File: src/rtl/dcf77_pkg.sv
// Shared definitions for the DCF77 clock: time-field width, field limits,
// a packed time-of-day record and the helpers used on it.
package dcf77_pkg;

  localparam int TIME_W   = 7;
  localparam int SEC_MAX  = 59;
  localparam int MIN_MAX  = 59;
  localparam int HOUR_MAX = 23;

  typedef logic [TIME_W-1:0] time_field_t;

  typedef struct packed {
    time_field_t ore;
    time_field_t minuti;
    time_field_t secondi;
  } tod_t;

  localparam time_field_t SEC_LAST  = time_field_t'(SEC_MAX);
  localparam time_field_t MIN_LAST  = time_field_t'(MIN_MAX);
  localparam time_field_t HOUR_LAST = time_field_t'(HOUR_MAX);

  // A decoded frame is only usable when both fields are in range.
  function automatic logic load_in_range(time_field_t m, time_field_t h);
    return (m <= MIN_LAST) && (h <= HOUR_LAST);
  endfunction

  // One-second advance with the full carry chain (23:59:59 -> 00:00:00).
  function automatic tod_t advance_one_second(tod_t t);
    tod_t n;
    n = t;
    if (t.secondi != SEC_LAST) begin
      n.secondi = t.secondi + time_field_t'(1);
    end else begin
      n.secondi = '0;
      if (t.minuti != MIN_LAST) begin
        n.minuti = t.minuti + time_field_t'(1);
      end else begin
        n.minuti = '0;
        n.ore    = (t.ore == HOUR_LAST) ? '0 : t.ore + time_field_t'(1);
      end
    end
    return n;
  endfunction

endpackage

File: src/rtl/module_tick_divider.sv
// Free-running prescaler: counts 0..DIV-1 and raises tick for the single
// cycle in which the count sits at its terminal value.
module module_tick_divider #(
  parameter int DIV = 50000000
) (
  input  logic clk_in,
  input  logic clr,
  output logic tick
);

  localparam int CW = $clog2(DIV);
  localparam logic [CW-1:0] TERM = CW'(DIV - 1);

  logic [CW-1:0] count;

  assign tick = (count == TERM);

  // Count up with wrap; clr restarts the second from zero.
  // NOTE: clocked state is written with <= so every register samples pre-edge values.
  always_ff @(posedge clk_in) begin
    if (clr || tick) begin
      count <= '0;
    end else begin
      count <= count + CW'(1);
    end
  end

endmodule

File: src/rtl/module_timekeeper.sv
// Time-of-day keeper for the DCF77 clock: 1 Hz free-running seconds,
// minutes and hours, realigned on every valid decoded minute frame, with a
// holdover counter that drops sincronizzato after too long without a load.
module module_timekeeper
  import dcf77_pkg::*;
#(
  parameter int CLK_HZ       = 50000000,
  parameter int HOLDOVER_MIN = 60
) (
  input  logic              clk_in,
  input  logic              GSR,
  input  logic              load_strobe,
  input  logic [TIME_W-1:0] load_minuti,
  input  logic [TIME_W-1:0] load_ore,
  output logic [TIME_W-1:0] secondi,
  output logic [TIME_W-1:0] minuti,
  output logic [TIME_W-1:0] ore,
  output logic              flag_sincro,
  output logic              sincronizzato
);

  localparam logic [7:0] HOLD_LAST = 8'(HOLDOVER_MIN);

  logic       tick;
  logic       valid_load;
  logic       minute_carry;
  tod_t       now_q;
  logic [7:0] holdover;
  logic [7:0] holdover_inc;

  assign valid_load   = load_strobe && load_in_range(load_minuti, load_ore);
  assign minute_carry = (now_q.secondi == SEC_LAST);
  assign holdover_inc = (holdover == HOLD_LAST) ? holdover : holdover + 8'd1;

  // A valid load restarts the second so the first tick lands a full second later.
  module_tick_divider #(
    .DIV (CLK_HZ)
  ) u_tick_divider (
    .clk_in (clk_in),
    .clr    (GSR || valid_load),
    .tick   (tick)
  );

  // Time registers, holdover tracking and the conversion-start flag.
  // NOTE: reset is synchronous and sits first, so it also cancels a load in the same cycle.
  always_ff @(posedge clk_in) begin
    if (GSR) begin
      now_q         <= '0;
      holdover      <= '0;
      sincronizzato <= 1'b0;
      flag_sincro   <= 1'b0;
    end else if (valid_load) begin
      // A load beats a coincident tick; the tick is simply dropped.
      now_q.secondi <= '0;
      now_q.minuti  <= load_minuti;
      now_q.ore     <= load_ore;
      holdover      <= '0;
      sincronizzato <= 1'b1;
      flag_sincro   <= 1'b1;
    end else if (tick) begin
      now_q       <= advance_one_second(now_q);
      flag_sincro <= 1'b1;
      if (minute_carry) begin
        holdover <= holdover_inc;
        if (holdover_inc == HOLD_LAST) begin
          sincronizzato <= 1'b0;
        end
      end
    end else begin
      flag_sincro <= 1'b0;
    end
  end

  assign secondi = now_q.secondi;
  assign minuti  = now_q.minuti;
  assign ore     = now_q.ore;

endmodule

File: config.mk
export PLATFORM = sky130hd
export DESIGN_NAME = module_timekeeper
export DESIGN_NICKNAME = d
export VERILOG_FILES = /design/src/rtl/dcf77_pkg.sv /design/src/rtl/module_tick_divider.sv /design/src/rtl/module_timekeeper.sv
export SDC_FILE = /design/constraint.sdc
export NUM_CORES = 1
export LEC_CHECK = 0
export BUFFER_PORTS_ARGS = -buffer_cell sky130_fd_sc_hd__buf_2
export CAP_MARGIN = 0
export CORE_MARGIN = 2
export CORE_UTILIZATION = 29
export CTS_CLUSTER_SIZE = 16
export DETAILED_ROUTE_END_ITERATION = 7
export PLACE_DENSITY = 0.55
export SYNTH_ARGS = -nofsm -noshare
export SYNTH_HDL_FRONTEND = slang
export SYNTH_SLANG_ARGS = --single-unit
File: constraint.sdc
create_clock -name clk_in -period 5.4 [get_ports clk_in]
set_input_delay 0.81 -clock clk_in [delete_from_list [all_inputs] [get_ports clk_in]]
set_output_delay 0.81 -clock clk_in [all_outputs]
set_load 0.1 [all_outputs]
# Word-level counts from Yosys, hierarchy flattened
# Index checks and enable logic that the tools add are counted.
# classes
add_sub_neg	5
order_cmp	2
eq_ne	9
n_mux	14
n_reduce_logical	12
# ops
cell	count
$mux W21	2
$mux W7	4
$add A26 B1 Y26 const B	1
$eq A26 B26 Y1 const B	1
$add A7 B1 Y7 const B	3
$eq A8 B6 Y1 const B	2
$mux W14	1
$ne A7 B6 Y1 const B	2
$add A8 B1 Y8 const B	1
$mux W8	1
$eq A7 B5 Y1 const B	1
$eq A7 B6 Y1 const B	1
$le A7 B5 Y1 const B	1
$le A7 B6 Y1 const B	1
$mux W1	6
$reduce_and A3 Y1	2
$reduce_bool A2 Y1	3
$ne A2 B2 Y1 const B	2
$reduce_and A2 Y1	2
$logic_and A1 B1 Y1	2
$logic_or A1 B1 Y1	2
$reduce_or A2 Y1	1
# word_totals
register_bits	57
output_inout_bits	23
elab_cells	49

# Longest topological paths before layout
# logic_depth
depth_word	7
ltp_mapped	8

# Cells and area by module
# From an unflattened synthesis, not the netlist that was laid out.
# unflattened
hier_cells	369
hier_area_um2	3011.6
# modules_own_cells
module	n_inst	cells_each	area_per_inst_um2	seq_area_each_um2
module_timekeeper	1	222	1754.2	620.6
module_tick_divider	1	147	1257.5	520.5

# Least setup slack after synthesis
# OpenSTA, ideal clock, no wires.
# synth_path
path_type	flip-flop to flip-flop
startpoint	reg secondi[0] (netlist name)
endpoint	reg ore[0] (netlist name)
setup_ns	0.091
t_arrival_ns	2.596
required_time_ns	5.309
slack_ns	2.713
path_stages_with_launch	7
path_buffers	0
synth_period_minus_slack_ns	2.687
path_cell_list	dfxtp_1 ha_1 and4_1 and2_1 nand4_2 or4_1 a311oi_1
# synth_between
elab_chain_len	3
# synth_rtl
item	line	source
$ne A7 B6 Y1	dcf77_pkg.sv:31	if (t.secondi != SEC_LAST) begin
$ne A2 B2 Y1 (no line)	-	
$reduce_and A3 Y1 (no line)	-	
# Every way passes these cells.
# A chain may end at the register's enable or synchronous reset.

# Final worst setup path
# layout_path
startpoint	reg u_tick_divider.count[16]
endpoint	reg u_tick_divider.count[19]
# layout_between
elab_chain_len	2
elab_cells_between_ends	3
classes_between	add/sub: 1; eq/ne: 1; reduce/logical: 1
# layout_rtl
item	line	source
start: declaration	module_tick_divider.sv:14	logic [CW-1:0] count;
start signal: assignment	module_tick_divider.sv:24	count <= count + CW'(1);
parallel branches: the longest is 2 deep, another holds $add A26 B1 Y26	-	
# Several ways; the timed one is not identified.

==> impl_metrics.py <==
metrics = {
    "final_layout": {
        "final_cell_mix": "dfxtp_1 (57), nor2_1 (51), nand2_1 (40), buf_2 (39), nand3_1 (30)",
        "finalNonFillerCells": 543,
        "nets": 428,
        "seqCellArea_um2": 1140,
        "drive_gt1_share_pct": 14.4,
        "antennaDiodeCount": 0,
        "fill_cells": 1029,
        "area_growth_pct": 15.6,
        "final_common_cell": "dfxtp_1",
        "multi_input_area_um2": 1740,
    },
    "synthesis": {
        "synth_area_leaders": "dfxtp_1 (38%), xor2_1 (6.8%), nor2_1 (6.5%), nand2_1 (5.1%), nand3_1 (5.1%)",
        "synth_ff_type": "dfxtp_1",
        "netlist.area_leader.share_pct": 38.4,
        "synth-edff-count": 0,
        "yosys.cell_types.count": 44,
        "syn_inst": 369,
        "yosysTopAreaCell": "dfxtp_1",
        "yosysWarnings": 0,
        "synth_nets": 392,
        "ys_seq_area_share_pct": 38.4,
        "synth.cell_area_um2": 2970,
        "ys_seq_elements": 57,
        "synth-async-reset-ratio_pct": 0,
        "syn_area_per_cell_um2": 8.04,
    },
    "worst_hold_path": {
        "hold_path_class": "reg2reg",
    },
    "clock_tree": {
        "cts_made_buffers": 9,
        "clock_sinks": 57,
        "postCtsSetupBuffers": 0,
        "clkLatencyLatePin_ps": 330,
        "post_cts_resized": 0,
        "cts_tree": "built",
        "clockBufferDepth": 2,
        "htreeDepth": 3,
        "holdBufCountCts": 0,
        "root_buffer": "clkbuf_8",
        "path_clk_slew_ps": 60,
    },
    "global_routing": {
        "grt-ovfl-total": 0,
        "grtUsageTotal_pct": 13.6,
        "grt_pass1_wl_um": 12100,
        "antenna_found_initial": 0,
        "grt_pass1_vias": 2505,
        "grt_max_degree": 26,
    },
    "pwr": {
        "powerDensity_nw_per_um2": 235,
        "peakVddDrop_mv": 0.114,
        "p_leak_nw": 1.20,
    },
    "worst_setup_path": {
        "cp-start-kind": "flop",
        "worstPathRequired_ps": 5590,
        "cp_max_fo": 24,
        "arrival_ps": 3070,
        "r2r_slack_ps": 2520,
        "crit_type": "reg2reg",
        "end_kind": "flop",
    },
    "timing": {
        "rsz0062_at_grt": "no",
        "max_freq_ghz": 0.347,
        "relSlewSlack_pct": 26.8,
        "period_share_pct": 53.3,
        "final-setup-viol-count": 0,
        "setup_tns_ps": 0,
        "hold_ws_ps": 476,
        "maxSlewViolCount": 0,
        "min_period_ps": 2880,
        "worst_slew_pin_slew_ps": 1090,
        "hold_violations": 0,
        "finClkSkew_ps": 10.3,
    },
    "floorplan": {
        "die_x_um": 105,
        "die_h_um": 105,
        "io_pins": 40,
        "die_area_um2": 11100,
        "start_util_pct": 30.1,
        "rows": 36,
        "coreArea_um2": 9860,
    },
    "drt": {
        "drt_iter0_markers": 114,
        "wl_um": 7240,
        "routed_via_density": 5.10,
        "firstDrtPassIters": 4,
        "ant_nets": 0,
        "drc": 0,
        "num_vias": 2770,
        "avgRoutedWirePerCell_um": 13.3,
    },
    "placed_design": {
        "io_buffers": 39,
        "dp_cells": 527,
        "gp_congestion": 0.828,
        "dpl.hpwl_um": 5220,
    },
    "run_status": {
        "status": "complete, no violations",
    },
    "flow_run": {
        "drv_cap": 0,
    },
}
layer usage:
| metal | vias to the layer above | track usage [%] | wire, um |
|---|---|---|---|
| met4 | 0 | 4.10 | 36 |
| li1 | 1411 | - | - |
| met2 | 76 | 21.4 | 3310 |
| met3 | 2 | 4.05 | 384 |
| met5 | - | 0 | 0 |
| met1 | 1281 | 18.0 | 3500 |
sequential cells by signal, indices dropped and copies added (netlist names):
| name | cells |
|---|---|
| flag_sincro | 1 |
| ore | 7 |
| u_tick_divider.count | 26 |
| sincronizzato | 1 |
| minuti | 7 |
| holdover | 8 |
| secondi | 7 |
area by class of cell:
| cell class | instances | area share (%) |
|---|---|---|
| tap | 133 | 4.85 |
| clock inverter | 6 | 1.02 |
| timing repair buffer | 39 | 5.69 |
| multi-input combinational | 291 | 50.7 |
| clock buffer | 10 | 3.72 |
| inverter | 7 | 0.766 |
| sequential | 57 | 33.3 |
metrics by stage:
stage / cell area (um2) / util, % / power, mW / worst slack (ps)
2_1_floorplan: 2970 / - / 0.469 / 2710
3_3_place_gp: 3270 / 33.1 / 0.482 / 2440
3_5_place_dp: 3270 / 33.1 / 0.483 / 2410
4_1_cts: 3430 / 34.8 / 0.823 / 2470
5_1_grt: 3430 / 34.8 / 0.848 / 2170
6_report: 3430 / 34.8 / 0.807 / 2520
cell usage after synthesis (6+ instances only):
| cell type | instances |
|---|---|
| a21oi_1 | 16 |
| a311oi_1 | 7 |
| and3_1 | 8 |
| and4_1 | 8 |
| clkbuf_1 | 11 |
| dfxtp_1 | 57 |
| ha_1 | 6 |
| inv_1 | 7 |
| nand2_1 | 40 |
| nand3_1 | 30 |
| nand4_1 | 14 |
| nor2_1 | 51 |
| nor3_1 | 11 |
| o21ai_0 | 12 |
| or3_1 | 9 |
| xnor2_1 | 7 |
| xor2_1 | 23 |
where the power goes:
group | leakage (nW) | switching, mW | internal (mW)
clock | 0.0818 | 0.171 | 0.163
sequential | 0.460 | 0.00502 | 0.425
combinational | 0.663 | 0.0322 | 0.0109
kinds of logic (layout without fill, tap and decap cells):
kind of cell | after synthesis | after routing | share of synthesized area, %
AO/OA/AOI/OAI | 55 | 55 | 11.8
buffers and inverters | 21 | 62 | 2.99
multiplexers | 3 | 3 | 1.01
flip-flops | 57 | 57 | 38.4
XOR/XNOR | 30 | 30 | 8.85
AND/OR/NAND/NOR | 197 | 197 | 34.3
adder cells (fa/ha/maj) | 6 | 6 | 2.53
worst max-delay path, stage by stage, from the launching register on:
cell and delay [ps]:
dfxtp_1 340, or4b_2 670, nor4_1 250, nand4_1 520
nand2_1 840, nor2_1 110
worst paths after layout:
path | start | end | cells after the start
setup / recovery | u_tick_divider.count[16] | u_tick_divider.count[19] | 5
hold / removal | u_tick_divider.count[0] | u_tick_divider.count[0] | 1
setup reg to reg | u_tick_divider.count[16] | u_tick_divider.count[19] | 5
hold reg to reg | u_tick_divider.count[0] | u_tick_divider.count[0] | 1
No activity file was read; power rests on OpenSTA's default activity.
